$ cat src/rtl/tlk2711_pkg.sv
// rtl/tlk2711_pkg.sv - shared constants and types for the tlk2711 AXI helpers
package tlk2711_pkg;

    localparam int DEF_ADDR_WIDTH = 40;
    localparam int DEF_DATA_WIDTH = 128;
    localparam int DEF_ID_WIDTH   = 4;

    localparam logic [1:0] OKAY = 2'b00;

    typedef enum logic [1:0] {
        S_IDLE = 2'd0,
        S_AR   = 2'd1,
        S_R    = 2'd2
    } arb_state_t;

endpackage

$ cat src/rtl/hp_rd_arbiter_if.sv
// rtl/hp_rd_arbiter_if.sv - AXI4 read channel (AR + R) bundle
interface hp_rd_arbiter_if
    import tlk2711_pkg::*;
#(
    parameter int ADDR_WIDTH = DEF_ADDR_WIDTH,
    parameter int DATA_WIDTH = DEF_DATA_WIDTH,
    parameter int ID_WIDTH   = DEF_ID_WIDTH
);

    logic                  arvalid;
    logic                  arready;
    logic [ID_WIDTH-1:0]   arid;
    logic [ADDR_WIDTH-1:0] araddr;
    logic [7:0]            arlen;
    logic [2:0]            arsize;
    logic [1:0]            arburst;
    logic [2:0]            arprot;
    logic [3:0]            arcache;
    logic [3:0]            aruser;

    logic                  rvalid;
    logic                  rready;
    logic [DATA_WIDTH-1:0] rdata;
    logic [1:0]            rresp;
    logic                  rlast;
    logic [ID_WIDTH-1:0]   rid;

    // Read master: issues AR, consumes R
    modport master (
        output arvalid, arid, araddr, arlen, arsize, arburst, arprot, arcache, aruser,
        output rready,
        input  arready,
        input  rvalid, rdata, rresp, rlast, rid
    );

    // Read slave: accepts AR, returns R
    modport slave (
        input  arvalid, arid, araddr, arlen, arsize, arburst, arprot, arcache, aruser,
        input  rready,
        output arready,
        output rvalid, rdata, rresp, rlast, rid
    );

endinterface

$ cat src/rtl/rr_arb2.sv
// rtl/rr_arb2.sv - two-input round-robin picker
module rr_arb2 (
    input  logic [1:0] req,
    input  logic       last_owner,
    output logic [1:0] grant
);

    // A lone requester wins; on contention the master that did not win last time wins
    always_comb begin
        grant = 2'b00;
        case (req)
            2'b01:   grant = 2'b01;
            2'b10:   grant = 2'b10;
            2'b11:   grant = last_owner ? 2'b01 : 2'b10;
            default: grant = 2'b00;
        endcase
    end

endmodule

$ cat src/rtl/hp_rd_arbiter.sv
// rtl/hp_rd_arbiter.sv - burst-granular round-robin read arbiter for the PS HP port
module hp_rd_arbiter
    import tlk2711_pkg::*;
#(
    parameter int ADDR_WIDTH = DEF_ADDR_WIDTH,
    parameter int DATA_WIDTH = DEF_DATA_WIDTH,
    parameter int ID_WIDTH   = DEF_ID_WIDTH
) (
    input  logic               clk,
    input  logic               rst_n,
    hp_rd_arbiter_if.slave     m0,
    hp_rd_arbiter_if.slave     m1,
    hp_rd_arbiter_if.master    s,
    input  logic [1:0]         i_err_clr,
    output logic [1:0]         o_err,
    output logic [1:0]         o_grant,
    output logic               o_busy
);

    arb_state_t state_q, state_d;
    logic [1:0] grant_q;
    logic       last_owner_q;
    logic [1:0] err_q;
    logic [1:0] pick;
    logic [1:0] req;
    logic       sel1;
    logic       sel_arvalid;
    logic       sel_rready;
    logic       beat_acc;
    logic [1:0] err_set;

    logic [ADDR_WIDTH-1:0] ar_addr;
    logic [ID_WIDTH-1:0]   ar_id;
    logic [DATA_WIDTH-1:0] r_data;
    logic [ID_WIDTH-1:0]   r_id;

    assign req         = {m1.arvalid, m0.arvalid};
    assign sel1        = grant_q[1];
    assign sel_arvalid = sel1 ? m1.arvalid : m0.arvalid;
    assign sel_rready  = sel1 ? m1.rready  : m0.rready;

    rr_arb2 u_rr_arb2 (
        .req        (req),
        .last_owner (last_owner_q),
        .grant      (pick)
    );

    // State register
    always_ff @(posedge clk or negedge rst_n) begin
        if (!rst_n) begin
            state_q <= S_IDLE;
        end else begin
            state_q <= state_d;
        end
    end

    // Next state and handshake steering; only the owner ever sees a valid/ready
    always_comb begin
        state_d    = state_q;
        s.arvalid  = 1'b0;
        m0.arready = 1'b0;
        m1.arready = 1'b0;
        s.rready   = 1'b0;
        m0.rvalid  = 1'b0;
        m1.rvalid  = 1'b0;
        o_busy     = 1'b0;
        case (state_q)
            S_IDLE: begin
                if (|req) begin
                    state_d = S_AR;
                end
            end
            S_AR: begin
                o_busy     = 1'b1;
                s.arvalid  = sel_arvalid;
                m0.arready = grant_q[0] & s.arready;
                m1.arready = grant_q[1] & s.arready;
                if (sel_arvalid && s.arready) begin
                    state_d = S_R;
                end
            end
            S_R: begin
                o_busy    = 1'b1;
                s.rready  = sel_rready;
                m0.rvalid = grant_q[0] & s.rvalid;
                m1.rvalid = grant_q[1] & s.rvalid;
                if (s.rvalid && sel_rready && s.rlast) begin
                    state_d = S_IDLE;
                end
            end
            default: begin
                state_d = S_IDLE;
            end
        endcase
    end

    // Grant is latched when leaving idle and held for the whole burst
    always_ff @(posedge clk or negedge rst_n) begin
        if (!rst_n) begin
            grant_q      <= 2'b00;
            last_owner_q <= 1'b1;
        end else if (state_q == S_IDLE && state_d == S_AR) begin
            grant_q      <= pick;
            last_owner_q <= pick[1];
        end else if (state_q == S_R && state_d == S_IDLE) begin
            grant_q      <= 2'b00;
        end
    end

    assign beat_acc = (state_q == S_R) && s.rvalid && sel_rready;
    assign err_set  = grant_q & {2{beat_acc && (s.rresp != OKAY)}};

    // Sticky error per master; a new error in the clear cycle keeps the flag set
    always_ff @(posedge clk or negedge rst_n) begin
        if (!rst_n) begin
            err_q <= 2'b00;
        end else begin
            err_q <= (err_q & ~i_err_clr) | err_set;
        end
    end

    assign o_err   = err_q;
    assign o_grant = grant_q;

    // AR payload follows the owner; meaningful only while s.arvalid is high
    assign ar_addr   = sel1 ? m1.araddr  : m0.araddr;
    assign ar_id     = sel1 ? m1.arid    : m0.arid;
    assign s.araddr  = ar_addr;
    assign s.arid    = ar_id;
    assign s.arlen   = sel1 ? m1.arlen   : m0.arlen;
    assign s.arsize  = sel1 ? m1.arsize  : m0.arsize;
    assign s.arburst = sel1 ? m1.arburst : m0.arburst;
    assign s.arprot  = sel1 ? m1.arprot  : m0.arprot;
    assign s.arcache = sel1 ? m1.arcache : m0.arcache;
    assign s.aruser  = sel1 ? m1.aruser  : m0.aruser;

    // R payload is broadcast; rvalid alone selects the recipient
    assign r_data   = s.rdata;
    assign r_id     = s.rid;
    assign m0.rdata = r_data;
    assign m1.rdata = r_data;
    assign m0.rid   = r_id;
    assign m1.rid   = r_id;
    assign m0.rresp = s.rresp;
    assign m1.rresp = s.rresp;
    assign m0.rlast = s.rlast;
    assign m1.rlast = s.rlast;

endmodule

$ cat src/flat_wrapper.sv
// flat-port wrapper written by rule: the top's interface ports become plain ports
module hp_rd_arbiter_flat import tlk2711_pkg::*;
#(
    parameter int ADDR_WIDTH = DEF_ADDR_WIDTH,
    parameter int DATA_WIDTH = DEF_DATA_WIDTH,
    parameter int ID_WIDTH   = DEF_ID_WIDTH
)
  (clk, rst_n, i_err_clr, o_err, o_grant, o_busy, m0_arvalid, m0_arid, m0_araddr, m0_arlen, m0_arsize, m0_arburst, m0_arprot, m0_arcache, m0_aruser, m0_rready, m0_arready, m0_rvalid, m0_rdata, m0_rresp, m0_rlast, m0_rid, m1_arvalid, m1_arid, m1_araddr, m1_arlen, m1_arsize, m1_arburst, m1_arprot, m1_arcache, m1_aruser, m1_rready, m1_arready, m1_rvalid, m1_rdata, m1_rresp, m1_rlast, m1_rid, s_arvalid, s_arid, s_araddr, s_arlen, s_arsize, s_arburst, s_arprot, s_arcache, s_aruser, s_rready, s_arready, s_rvalid, s_rdata, s_rresp, s_rlast, s_rid);
  hp_rd_arbiter_if #(.ADDR_WIDTH(ADDR_WIDTH), .DATA_WIDTH(DATA_WIDTH), .ID_WIDTH(ID_WIDTH)) m0_i ();
  hp_rd_arbiter_if #(.ADDR_WIDTH(ADDR_WIDTH), .DATA_WIDTH(DATA_WIDTH), .ID_WIDTH(ID_WIDTH)) m1_i ();
  hp_rd_arbiter_if #(.ADDR_WIDTH(ADDR_WIDTH), .DATA_WIDTH(DATA_WIDTH), .ID_WIDTH(ID_WIDTH)) s_i ();
  input  logic clk;
  input  logic rst_n;
  input  logic [1:0] i_err_clr;
  output logic [1:0] o_err;
  output logic [1:0] o_grant;
  output logic o_busy;
  input wire logic [$bits(m0_i.arvalid)-1:0] m0_arvalid;
  input wire logic [$bits(m0_i.arid)-1:0] m0_arid;
  input wire logic [$bits(m0_i.araddr)-1:0] m0_araddr;
  input wire logic [$bits(m0_i.arlen)-1:0] m0_arlen;
  input wire logic [$bits(m0_i.arsize)-1:0] m0_arsize;
  input wire logic [$bits(m0_i.arburst)-1:0] m0_arburst;
  input wire logic [$bits(m0_i.arprot)-1:0] m0_arprot;
  input wire logic [$bits(m0_i.arcache)-1:0] m0_arcache;
  input wire logic [$bits(m0_i.aruser)-1:0] m0_aruser;
  input wire logic [$bits(m0_i.rready)-1:0] m0_rready;
  output wire logic [$bits(m0_i.arready)-1:0] m0_arready;
  output wire logic [$bits(m0_i.rvalid)-1:0] m0_rvalid;
  output wire logic [$bits(m0_i.rdata)-1:0] m0_rdata;
  output wire logic [$bits(m0_i.rresp)-1:0] m0_rresp;
  output wire logic [$bits(m0_i.rlast)-1:0] m0_rlast;
  output wire logic [$bits(m0_i.rid)-1:0] m0_rid;
  input wire logic [$bits(m1_i.arvalid)-1:0] m1_arvalid;
  input wire logic [$bits(m1_i.arid)-1:0] m1_arid;
  input wire logic [$bits(m1_i.araddr)-1:0] m1_araddr;
  input wire logic [$bits(m1_i.arlen)-1:0] m1_arlen;
  input wire logic [$bits(m1_i.arsize)-1:0] m1_arsize;
  input wire logic [$bits(m1_i.arburst)-1:0] m1_arburst;
  input wire logic [$bits(m1_i.arprot)-1:0] m1_arprot;
  input wire logic [$bits(m1_i.arcache)-1:0] m1_arcache;
  input wire logic [$bits(m1_i.aruser)-1:0] m1_aruser;
  input wire logic [$bits(m1_i.rready)-1:0] m1_rready;
  output wire logic [$bits(m1_i.arready)-1:0] m1_arready;
  output wire logic [$bits(m1_i.rvalid)-1:0] m1_rvalid;
  output wire logic [$bits(m1_i.rdata)-1:0] m1_rdata;
  output wire logic [$bits(m1_i.rresp)-1:0] m1_rresp;
  output wire logic [$bits(m1_i.rlast)-1:0] m1_rlast;
  output wire logic [$bits(m1_i.rid)-1:0] m1_rid;
  output wire logic [$bits(s_i.arvalid)-1:0] s_arvalid;
  output wire logic [$bits(s_i.arid)-1:0] s_arid;
  output wire logic [$bits(s_i.araddr)-1:0] s_araddr;
  output wire logic [$bits(s_i.arlen)-1:0] s_arlen;
  output wire logic [$bits(s_i.arsize)-1:0] s_arsize;
  output wire logic [$bits(s_i.arburst)-1:0] s_arburst;
  output wire logic [$bits(s_i.arprot)-1:0] s_arprot;
  output wire logic [$bits(s_i.arcache)-1:0] s_arcache;
  output wire logic [$bits(s_i.aruser)-1:0] s_aruser;
  output wire logic [$bits(s_i.rready)-1:0] s_rready;
  input wire logic [$bits(s_i.arready)-1:0] s_arready;
  input wire logic [$bits(s_i.rvalid)-1:0] s_rvalid;
  input wire logic [$bits(s_i.rdata)-1:0] s_rdata;
  input wire logic [$bits(s_i.rresp)-1:0] s_rresp;
  input wire logic [$bits(s_i.rlast)-1:0] s_rlast;
  input wire logic [$bits(s_i.rid)-1:0] s_rid;
  assign m0_i.arvalid = m0_arvalid;
  assign m0_i.arid = m0_arid;
  assign m0_i.araddr = m0_araddr;
  assign m0_i.arlen = m0_arlen;
  assign m0_i.arsize = m0_arsize;
  assign m0_i.arburst = m0_arburst;
  assign m0_i.arprot = m0_arprot;
  assign m0_i.arcache = m0_arcache;
  assign m0_i.aruser = m0_aruser;
  assign m0_i.rready = m0_rready;
  assign m0_arready = m0_i.arready;
  assign m0_rvalid = m0_i.rvalid;
  assign m0_rdata = m0_i.rdata;
  assign m0_rresp = m0_i.rresp;
  assign m0_rlast = m0_i.rlast;
  assign m0_rid = m0_i.rid;
  assign m1_i.arvalid = m1_arvalid;
  assign m1_i.arid = m1_arid;
  assign m1_i.araddr = m1_araddr;
  assign m1_i.arlen = m1_arlen;
  assign m1_i.arsize = m1_arsize;
  assign m1_i.arburst = m1_arburst;
  assign m1_i.arprot = m1_arprot;
  assign m1_i.arcache = m1_arcache;
  assign m1_i.aruser = m1_aruser;
  assign m1_i.rready = m1_rready;
  assign m1_arready = m1_i.arready;
  assign m1_rvalid = m1_i.rvalid;
  assign m1_rdata = m1_i.rdata;
  assign m1_rresp = m1_i.rresp;
  assign m1_rlast = m1_i.rlast;
  assign m1_rid = m1_i.rid;
  assign s_arvalid = s_i.arvalid;
  assign s_arid = s_i.arid;
  assign s_araddr = s_i.araddr;
  assign s_arlen = s_i.arlen;
  assign s_arsize = s_i.arsize;
  assign s_arburst = s_i.arburst;
  assign s_arprot = s_i.arprot;
  assign s_arcache = s_i.arcache;
  assign s_aruser = s_i.aruser;
  assign s_rready = s_i.rready;
  assign s_i.arready = s_arready;
  assign s_i.rvalid = s_rvalid;
  assign s_i.rdata = s_rdata;
  assign s_i.rresp = s_rresp;
  assign s_i.rlast = s_rlast;
  assign s_i.rid = s_rid;
  hp_rd_arbiter #(.ADDR_WIDTH(ADDR_WIDTH), .DATA_WIDTH(DATA_WIDTH), .ID_WIDTH(ID_WIDTH)) u_core (.clk(clk), .rst_n(rst_n), .m0(m0_i), .m1(m1_i), .s(s_i), .i_err_clr(i_err_clr), .o_err(o_err), .o_grant(o_grant), .o_busy(o_busy));
endmodule
$ cat config.mk
export PLATFORM = sky130hd
export DESIGN_NAME = hp_rd_arbiter_flat
export DESIGN_NICKNAME = d
export VERILOG_FILES = /design/src/rtl/tlk2711_pkg.sv /design/src/rtl/hp_rd_arbiter_if.sv /design/src/rtl/rr_arb2.sv /design/src/rtl/hp_rd_arbiter.sv /design/src/flat_wrapper.sv
export SDC_FILE = /design/constraint.sdc
export NUM_CORES = 1
export LEC_CHECK = 0
export BUFFER_PORTS_ARGS = -buffer_cell sky130_fd_sc_hd__buf_2
export CAP_MARGIN = 0
export CELL_PAD_IN_SITES_DETAIL_PLACEMENT = 1
export CELL_PAD_IN_SITES_GLOBAL_PLACEMENT = 1
export CORE_AREA = 2 2 242 244
export CTS_BUF_LIST = sky130_fd_sc_hd__clkbuf_16
export DETAILED_ROUTE_END_ITERATION = 10
export DIE_AREA = 0 0 244 246
export PLACE_DENSITY_LB_ADDON = 0.1
export REMOVE_ABC_BUFFERS = 1
export SLEW_MARGIN = 25
export SYNTH_ARGS = -nofsm -noshare
export SYNTH_HDL_FRONTEND = slang
export SYNTH_SLANG_ARGS = --single-unit
export TNS_END_PERCENT = 5
$ cat constraint.sdc
create_clock -name clk -period 2.6 [get_ports clk]
set_input_delay 0.13 -clock clk [delete_from_list [all_inputs] [get_ports clk]]
set_output_delay 0.13 -clock clk [all_outputs]
set_load 0.005 [all_outputs]
==> results of run 1 <==
## worst max-delay path, cell delays in order, from the launching register on
cell,delay (ps)
dfrtp_4,580
mux2i_1,220
o21a_1,230
o31a_1,300
or3b_1,420
a31o_1,230
## through the flow
stage          instance area, um2  total power, uW  hold slack [ps]  cells
6_report                     3481             2296            81.30   1125
5_1_grt                      3478             2489            103.0   1124
4_1_cts                      3478             2363            74.94   1124
3_5_place_dp                 3390             2066            13.99   1119
3_3_place_gp                 3390             2094            16.38   1119
2_1_floorplan                1242             1074           -165.6    120
## per-layer routing
metal	share of wire, %	wire, um	vias up
li1	-	-	941
met5	0.95	607	-
met2	46	29170	681
met4	7.0	4439	14
met3	29	18640	77
met1	17	10930	1210
## placed cells by master, fill, tap and decap left out
cell type and n:
or3b_1 1, nor2b_1 1, and3_1 4, and2_1 1, a211oi_1 2, a21boi_0 1, o21a_1 1, o21ai_0 4
nor2_1 3, o31a_1 1, o22ai_1 1, a21o_1 1, nor4b_1 1, dlygate4sd3_1 1, a22oi_1 1, buf_12 1
nand2b_1 1, dfrtp_1 5, buf_2 233, a31oi_1 1, mux2_2 69, nand2_1 3, a21oi_1 3, inv_1 6
o211ai_1 1, a31o_1 2, clkbuf_16 3, diode_2 1, dfrtp_4 1, mux2i_1 1, ha_1 4, dfstp_2 1
## how the worst max path moves through the flow
stage | endpoint | startpoint | slack [ps] | depth (start not counted)
2_1_floorplan | u_core.o_grant[1] | u_core.o_grant[1] | -770 | 5
3_3_place_gp | u_core.o_grant[0] | u_core.o_grant[1] | 510 | 5
3_5_place_dp | u_core.o_grant[1] | u_core.o_grant[1] | 500 | 5
4_1_cts | u_core.o_grant[1] | u_core.o_grant[1] | 490 | 5
5_1_grt | u_core.o_grant[1] | u_core.o_grant[1] | 410 | 5
6_report | u_core.o_grant[1] | u_core.o_grant[1] | 520 | 5
## final cells by class
type | instances | area (um2)
Antenna cell | 1 | 2.502
Clock buffer | 3 | 75.07
Clock inverter | 1 | 3.754
Fill cell | 6856 | 53880
Inverter | 5 | 18.77
Multi-Input combinational cell | 108 | 1047
Sequential cell | 7 | 180.2
Tap cell | 765 | 957.2
Timing Repair Buffer | 235 | 1196
## cell families (layout without fill, tap and decap cells)
group,after synthesis,after routing
mux,70,70
simple gates,15,15
buf+inv,283,244
other cells,0,1
flops,7,7
compound gates,19,19
fa+ha+maj,4,4
## flip-flops by register name, summed over array words and instances, names as in the netlist
signal,flops
u_core.state_q,2
u_core.last_owner_q,1
u_core.o_grant,2
u_core.o_err,2
## power by group
group | leakage [uW] | switching, uW | internal [uW] | total (uW)
sequential | 0.0000880 | 90.8 | 160 | 250
combinational | 0.00133 | 937 | 835 | 1770
clock | 0.0000423 | 72.1 | 201 | 273
==> flow_metrics.env, run 1 <==
export IMPL_synth_top_area_share_pct=61.59
export IMPL_tightest_slew_ps=433.7
export IMPL_cp_arrival_ps=2210
export IMPL_grtUsageMet1_pct=9.489
export IMPL_crit_fanout=12
export IMPL_fin_skew_ps=0.5380
export IMPL_drive_gt1_share_pct=85.79
export IMPL_hold_end="u_core.o_err[0]"
export IMPL_ys_seq_area_share_pct=5.341
export IMPL_clkTransAtPathRegs_ps=40
export IMPL_setup_ws_ps=517.8
export IMPL_fin_util_pct=6.068
export IMPL_cts_sinks=7
export IMPL_synth_top_area_cell="buf_4"
export IMPL_area_growth_pct=5.379
export IMPL_met2_usage_pct=33.87
export IMPL_antenna_found_initial=5
export IMPL_hp_class="in -> reg"
export IMPL_finalMaxSlewViolations=0
export IMPL_fin_nets=645
export IMPL_busiest_layer="met2"
export IMPL_synth_simple_area_share_pct=2.538
export IMPL_required_ps=2730
export IMPL_grt_max_degree=65
export IMPL_gp_congestion=0.8049
export IMPL_grt_overflow=0
export IMPL_preCtsSetupSlack_ps=501.9
export IMPL_irDropWorstVdd_mv=0.2747
export IMPL_maxCapViolCount=0
export IMPL_crit_type="reg -> reg"
export IMPL_start_util_pct=5.758
export IMPL_rows=88
export IMPL_period_share_pct=80.09
export IMPL_clkLatencyLatePin_ps=240
export IMPL_drtAntennaViolNets=0
export IMPL_setup_viol=0
export IMPL_remaining_drc_errors=0
export IMPL_cts_htree_levels=1
export IMPL_dieWidth_um=244
export IMPL_ioPinCount=630
export IMPL_max_freq_mhz=480.3
export IMPL_dr_total_vias=2923
export IMPL_synthTopCellsByArea="buf_4, mux2_2, dfrtp_1"
export IMPL_ys_seq_elements=7
export IMPL_ctsHoldBuffers=1
export IMPL_post_cts_setup_buffers=0
export IMPL_synth_most_common_cell="buf_4"
export IMPL_firstDrtPassIters=5
export IMPL_synthCells=398
export IMPL_synthTopCellsByCount="buf_4, mux2_2, clkbuf_1, dfrtp_1, inv_1"
export IMPL_dp_hpwl_mm=60.27
export IMPL_p_per_area_mw_per_mm2=659.7
export IMPL_cts_tree="built"
export IMPL_syn_area_per_cell_um2=8.299
export IMPL_cts_made_buffers=3
export IMPL_synth_fa_ha_area_share_pct=1.515
export IMPL_timing_rr_end="u_core.o_grant[1]"
export IMPL_start_kind="register"
export IMPL_cts_resized=0
export IMPL_critical_path_endpoint_type="register"
export IMPL_synth_compound_area_share_pct=3.826
export IMPL_track_usage_pct=20.50
export IMPL_synthMuxAreaShare_pct=23.83
export IMPL_core_area_mm2=0.05737
export IMPL_synth_edf_count=0
export IMPL_portBuffers=233
export IMPL_fin_crit_ps=2082
export IMPL_holdPathStages=2
export IMPL_synth_top_family_by_area="buffers and inverters"
export IMPL_drt_first_iter_violations=202
export IMPL_p_leak_uw=0.001464
export IMPL_synth_ff_type="dfrtp_1"
export IMPL_cts_max_path_buffers=2
export IMPL_viasPerCell=2.598
export IMPL_relSlewSlack_pct=71.09
export IMPL_setup_tns_ps=0
export IMPL_grtUsageMet3_pct=28.56
export IMPL_die_y_um=246
export IMPL_yosysUniqueCellTypes=28
export IMPL_wl_per_cell_um=56.70
export IMPL_die_area_mm2=0.06002
export IMPL_ff2ff_path_depth=5
export IMPL_root_buffer="clkbuf_16"
export IMPL_status="completed"
export IMPL_finalHoldViolations=0
export IMPL_reg2reg_from="u_core.o_grant[1]"
export IMPL_hold_start="i_err_clr[0]"
export IMPL_async_reset_ff_share_pct=100.0
export IMPL_reg2reg_slack_ps=520
export IMPL_wl_mm=63.78
export IMPL_yosys_warnings=0
export IMPL_synth_xor_area_share_pct=0
export IMPL_netlist_area_mm2=0.003303
export IMPL_grt_pass1_vias=2944
export IMPL_grt_pass1_wl_mm=71.08
export IMPL_rsz0062_at_grt="false"
(Power assumes the default switching activity.)
==> run 2: changes to the inputs <==
--- a/config.mk
+++ b/config.mk
@@ -5,14 +5,15 @@
 export SDC_FILE = /design/constraint.sdc
 export NUM_CORES = 1
 export LEC_CHECK = 0
+export ABC_AREA = 1
 export BUFFER_PORTS_ARGS = -buffer_cell sky130_fd_sc_hd__buf_2
 export CAP_MARGIN = 0
 export CELL_PAD_IN_SITES_DETAIL_PLACEMENT = 1
 export CELL_PAD_IN_SITES_GLOBAL_PLACEMENT = 1
-export CORE_AREA = 2 2 242 244
+export CORE_AREA = 2 2 247 249
 export CTS_BUF_LIST = sky130_fd_sc_hd__clkbuf_16
 export DETAILED_ROUTE_END_ITERATION = 10
-export DIE_AREA = 0 0 244 246
+export DIE_AREA = 0 0 249 251
 export PLACE_DENSITY_LB_ADDON = 0.1
 export REMOVE_ABC_BUFFERS = 1
 export SLEW_MARGIN = 25
==> constraint.sdc (replaced) <==
create_clock -name clk -period 1.7 [get_ports clk]
set_input_delay 0.085 -clock clk [delete_from_list [all_inputs] [get_ports clk]]
set_output_delay 0.085 -clock clk [all_outputs]
set_load 0.005 [all_outputs]
==> run 2 against run 1 <==
Effect of this change:
- clock power is 51% higher
- non-clock buffer count rose by 6
- routed wire length up 4.4%
- worst setup slack lost 440 ps
- core utilization is essentially flat
- cell count rose by 16%
- critical path type is now reg -> out
- highest routed layer unchanged
==> flow_metrics.env, run 2 <==
export IMPL_status="completed"
export IMPL_num_antenna_cells=0
export IMPL_max_freq_mhz=615.0
export IMPL_hold_start="i_err_clr[0]"
export IMPL_p_leak_uw=0.001922
export IMPL_finalMaxSlewViolations=0
export IMPL_clkTransAtPathRegs_ps=40
export IMPL_drive_gt1_share_pct=48.75
export IMPL_core_area_mm2=0.05979
export IMPL_cts_tree="built"
export IMPL_period_share_pct=95.64
export IMPL_hp_class="in -> reg"
export IMPL_viasPerCell=2.830
export IMPL_setup_viol=0
export IMPL_critical_path_endpoint_type="primary output"
export IMPL_post_cts_setup_buffers=0
export IMPL_hold_ws_ps=37.26
export IMPL_fin_nets=807
export IMPL_ys_seq_elements=7
export IMPL_rows=90
export IMPL_synth_most_common_cell="buf_4"
export IMPL_clkLatencyLatePin_ps=230
export IMPL_cp_arrival_ps=1540
export IMPL_dr_total_vias=3688
export IMPL_async_reset_ff_share_pct=100.0
export IMPL_rsz0062_at_grt="false"
export IMPL_ioPinCount=630
export IMPL_ys_seq_area_share_pct=5.230
export IMPL_start_kind="register"
export IMPL_area_growth_pct=8.197
export IMPL_fin_total_pwr_uw=4181
export IMPL_synthCells=561
export IMPL_drtAntennaViolNets=0
export IMPL_maxCapViolCount=0
export IMPL_cts_sinks=7
export IMPL_grt_max_degree=71
export IMPL_finalHoldViolations=0
export IMPL_firstDrtPassIters=4
export IMPL_synth_edf_count=0
export IMPL_antenna_found_initial=2
export IMPL_crit_type="reg -> out"
export IMPL_crit_fanout=23
export IMPL_yosys_warnings=0
export IMPL_required_ps=1620
export IMPL_holdPathStages=2
export IMPL_synth_top_area_share_pct=60.09
export IMPL_netlist_area_mm2=0.003373
export IMPL_yosysUniqueCellTypes=22
export IMPL_reg2reg_from="u_core.o_grant[1]"
export IMPL_layout_common_cells="buf_2, nand2_1, inv_1"
export IMPL_synthTopCellsByArea="buf_4, nand2_1, dfrtp_1"
export IMPL_layout_commonest_cell="buf_2"
export IMPL_ff2ff_path_depth=10
export IMPL_fin_skew_ps=4.038
export IMPL_wl_per_cell_um=51.09
export IMPL_cts_htree_levels=1
export IMPL_start_util_pct=5.641
export IMPL_synth_ff_type="dfrtp_1"
export IMPL_fin_util_pct=6.104
export IMPL_fillerInstances=7298
export IMPL_synthTopCellsByCount="buf_4, nand2_1, inv_1, clkbuf_1"
export IMPL_grt_pass1_vias=3552
export IMPL_grt_pass1_wl_mm=75.17
export IMPL_dpl_cell_area_mm2=0.003498
export IMPL_drt_first_iter_violations=306
export IMPL_root_buffer="clkbuf_16"
export IMPL_wl_mm=66.57
export IMPL_tightest_slew_ps=424.4
export IMPL_remaining_drc_errors=0
export IMPL_syn_area_per_cell_um2=6.013
export IMPL_p_per_area_mw_per_mm2=1146
export IMPL_finalInstanceArea_mm2=0.003650
export IMPL_relSlewSlack_pct=71.71
export IMPL_cts_made_buffers=3
export IMPL_dieWidth_um=249
export IMPL_irDropWorstVdd_mv=0.3802
export IMPL_cts_max_path_buffers=2
export IMPL_die_area_mm2=0.06250
export IMPL_setup_tns_ps=0
export IMPL_track_usage_pct=20.33
export IMPL_synth_top_area_cell="buf_4"
export IMPL_gp_congestion=0.8370
export IMPL_cp_startpoint="u_core.o_grant[1]"
export IMPL_fin_crit_ps=1626
export IMPL_die_y_um=251
export IMPL_portBuffers=233
export IMPL_grt_overflow=0
export IMPL_dp_hpwl_mm=61.84
-- run 2: cell types whose count changed after synthesis, moves of 3 or more --
cell and delta:
nand2_1 +219, clkbuf_1 +5, nand3_1 +5, nand2_2 +3
inv_1 +10, mux2_2 -69, and3_1 -4, o21ai_0 -3
nor2_1 +3
-- run 2: final cells by class --
cell class / count / area, um2 / area share (%)
Sequential cell: 7 / 180.2 / 4.937
Tap cell: 782 / 978.4 / 26.81
Clock inverter: 1 / 3.754 / 0.1028
Inverter: 16 / 65.06 / 1.783
Clock buffer: 3 / 75.07 / 2.057
Timing Repair Buffer: 241 / 1299 / 35.58
Multi-Input combinational cell: 253 / 1049 / 28.73
-- run 2: critical path, stage by stage, from the launching register on --
cell     delay [ps]
dfrtp_4         520
inv_6           150
buf_16          190
nand2_1          70
nand2_1         170
buf_2           170
-- run 2: routing by layer --
layer	part of all wire, %	track usage [%]	vias up
met3	25	25.09	77
li1	-	-	1329
met4	4.4	4.589	16
met5	1.2	10.81	-
met1	20	10.99	1596
met2	49	36.85	670
-- run 2: cell families (layout without fill, tap and decap cells) --
group	Yosys count	in the layout	synth area share [%]
fa+ha+maj	4	4	1.484
compound gates	8	8	1.410
buf+inv	301	261	63.91
flops	7	7	5.230
simple gates	241	241	27.97
-- run 2: power breakdown --
group          leakage, uW  switching, uW  internal (uW)
registers        0.0000877           81.3            245
logic              0.00179           2180           1270
clock network    0.0000423            103            307
-- run 2: path summary, 6_finish.rpt --
check / slack [ps] / endpoint
max in group asynchronous: 1220 / u_core.last_owner_q
max: 70 / s_araddr[18]
min: 40 / u_core.o_err[0]
min reg2reg: 480 / u_core.last_owner_q
max reg2reg: 180 / u_core.o_grant[0]
min in group asynchronous: 230 / u_core.state_q[0]
-- run 2: what timing repair did --
item	CTS	global route
endpoints found under the setup margin	4	13
hold buffers	1	0
cloned	0	1
resized for setup	5	4
hold endpoints to repair	7	0
-- run 2: metrics by stage --
step                setup slack [ps]  instances
floorplan                      -1027        276
global placement               151.1       1297
detailed placement             181.1       1297
CTS                           -3.135       1302
global route                   4.998       1303
finish                         74.04       1303
==> run 3: changes to the inputs <==
--- a/config.mk
+++ b/config.mk
@@ -8,13 +8,10 @@
 export ABC_AREA = 1
 export BUFFER_PORTS_ARGS = -buffer_cell sky130_fd_sc_hd__buf_2
 export CAP_MARGIN = 0
-export CELL_PAD_IN_SITES_DETAIL_PLACEMENT = 1
-export CELL_PAD_IN_SITES_GLOBAL_PLACEMENT = 1
-export CORE_AREA = 2 2 247 249
+export CORE_AREA = 2 2 245 247
 export CTS_BUF_LIST = sky130_fd_sc_hd__clkbuf_16
 export DETAILED_ROUTE_END_ITERATION = 10
-export DIE_AREA = 0 0 249 251
-export PLACE_DENSITY_LB_ADDON = 0.1
+export DIE_AREA = 0 0 247 249
 export REMOVE_ABC_BUFFERS = 1
 export SLEW_MARGIN = 25
 export SYNTH_ARGS = -nofsm -noshare
==> constraint.sdc (replaced) <==
create_clock -name clk -period 1.8 [get_ports clk]
set_input_delay 0.09 -clock clk [delete_from_list [all_inputs] [get_ports clk]]
set_output_delay 0.09 -clock clk [all_outputs]
set_load 0.005 [all_outputs]
==> run 3 against run 2 <==
Effect of this change:
- via count fell by 0.73%
- routed wire length fell by 3.8%
- clock power fell by 6.3%
- sequential cell count did not move
- power fell by 22%
- critical path type unchanged
- largest cell class unchanged
==> flow_metrics.env, run 3 (synthesis results as in run 2) <==
export IMPL_crit_fanout=42
export IMPL_grtUsageMet1_pct=11.16
export IMPL_finalHoldViolations=0
export IMPL_rows=89
export IMPL_fin_nets=806
export IMPL_crit_type="reg -> out"
export IMPL_met2_usage_pct=38.63
export IMPL_dieWidth_um=247
export IMPL_grt_overflow=0
export IMPL_critical_path_endpoint_type="primary output"
export IMPL_status="completed"
export IMPL_cts_htree_levels=1
export IMPL_remaining_drc_errors=0
export IMPL_rsz0062_at_grt="false"
export IMPL_dp_hpwl_mm=59.38
export IMPL_start_util_pct=5.748
export IMPL_preCtsSetupSlack_ps=253.5
export IMPL_grt_pass1_wl_mm=69.74
export IMPL_cp_arrival_ps=1570
export IMPL_fin_skew_ps=1.999
export IMPL_root_buffer="clkbuf_16"
export IMPL_irDropWorstVdd_mv=0.7730
export IMPL_finalMaxSlewViolations=0
export IMPL_cts_tree="built"
export IMPL_viasPerCell=2.829
export IMPL_track_usage_pct=19.92
export IMPL_crit_chain="buf_12 -> buf_4 -> nand2_1 -> nand2_1 -> buf_2"
export IMPL_hold_ws_ps=49.80
export IMPL_grt_max_degree=48
export IMPL_fin_crit_ps=1656
export IMPL_period_share_pct=92.02
export IMPL_required_ps=1710
export IMPL_reg2reg_from="u_core.state_q[0]"
export IMPL_area_growth_pct=6.009
export IMPL_drive_gt1_share_pct=48.08
export IMPL_drtAntennaViolNets=0
export IMPL_busiest_layer="met2"
export IMPL_ff2ff_path_depth=7
export IMPL_cpPeakStageDelay_ps=560
export IMPL_clkLatencyLatePin_ps=240
export IMPL_hp_class="in -> reg"
export IMPL_timing_rr_end="u_core.o_grant[1]"
export IMPL_grt_pass1_vias=2794
export IMPL_cpMostUsedCell="nand2_1"
export IMPL_dpl_cell_area_mm2=0.003485
export IMPL_portBuffers=233
export IMPL_multi_input_area_mm2=0.001041
export IMPL_ioPinCount=630
export IMPL_firstDrtPassIters=4
export IMPL_cts_max_path_buffers=2
export IMPL_maxCapViolCount=0
export IMPL_seq_area_um2=177.7
export IMPL_dr_total_vias=3661
export IMPL_layout_commonest_cell="buf_2"
export IMPL_layout_common_cells="buf_2, nand2_1, inv_1"
export IMPL_grtUsageMet3_pct=19.83
export IMPL_finalInstanceArea_mm2=0.003576
export IMPL_p_leak_uw=0.001896
export IMPL_cts_sinks=7
export IMPL_start_kind="register"
export IMPL_p_per_area_mw_per_mm2=913.8
export IMPL_setup_ws_ps=143.6
export IMPL_setup_viol=0
export IMPL_gp_congestion=0.7732
export IMPL_reg2reg_slack_ps=230
export IMPL_max_freq_mhz=603.7
export IMPL_antenna_found_initial=3
export IMPL_die_y_um=249
export IMPL_core_area_mm2=0.05869
export IMPL_cts_made_buffers=3
export IMPL_tightest_slew_ps=419.0
export IMPL_hold_start="i_err_clr[1]"
export IMPL_fillerInstances=6990
export IMPL_die_area_mm2=0.06150
export IMPL_drt_first_iter_violations=198
export IMPL_relSlewSlack_pct=71.90
export IMPL_hold_end="u_core.o_err[1]"
export IMPL_clkTransAtPathRegs_ps=40
export IMPL_wl_per_cell_um=49.51
export IMPL_wl_mm=64.07
export IMPL_holdPathStages=2
export IMPL_cts_resized=0
export IMPL_slowest_stage="dfrtp_2"
-- run 3: cell count changes in the layout (fill, tap and decap cells not counted), sizes merged --
cell | previous run | this run
clkbuf | 4 | 3
diode | 0 | 1
-- run 3: layer usage --
metal | wire (um) | part of all wire [%]
met1 | 13760 | 21
met2 | 34520 | 54
met3 | 13110 | 20
met4 | 2109 | 3.3
met5 | 577 | 0.90
-- run 3: critical path, delay by kind of cell (launching register included) --
family	cells	cell delay [ps]
buf+inv	3	570
flops	1	560
simple gates	2	130
-- run 3: area by class of cell --
cell class | count | area share, %
repair buffers | 240 | 34.85
multi-input cells | 253 | 29.11
well taps | 773 | 27.05
flip-flops and latches | 7 | 4.968
clock buffers | 3 | 2.099
inverters | 16 | 1.749
clock inverters | 1 | 0.1050
diodes | 1 | 0.06998
-- run 3: timing repair --
item | 4_1_cts | 5_1_grt
setup buffers | 0 | 0
endpoints found under the hold margin | 7 | 0
hold buffers | 1 | 0
-- run 3: power breakdown --
group          leakage (uW)  switching (uW)  internal [uW]
sequential        0.0000878            93.5            225
clock             0.0000423            94.9            290
combinational       0.00177            1490           1080
-- run 3: per-stage QoR --
step | setup TNS (ps) | total power [uW] | instances | utilization [%]
after floorplan | -35010 | 1590 | 276 | -
after global placement | 0 | 2926 | 1288 | 5.938
after detailed placement | 0 | 2940 | 1288 | 5.938
after CTS | 0 | 3341 | 1293 | 6.089
after global routing | 0 | 3701 | 1293 | 6.089
final | 0 | 3268 | 1294 | 6.093
-- run 3: how the worst max path moves through the flow --
stage | to | slack, ps | from
after CTS | s_arlen[0] | 120 | u_core.o_grant[1]
after floorplan | u_core.o_grant[1] | -930 | u_core.o_grant[1]
after global placement | u_core.o_grant[1] | 290 | u_core.state_q[0]
after detailed placement | u_core.o_grant[1] | 250 | u_core.state_q[0]
final | s_arlen[0] | 140 | u_core.o_grant[1]
after global routing | s_arlen[0] | 40 | u_core.o_grant[1]
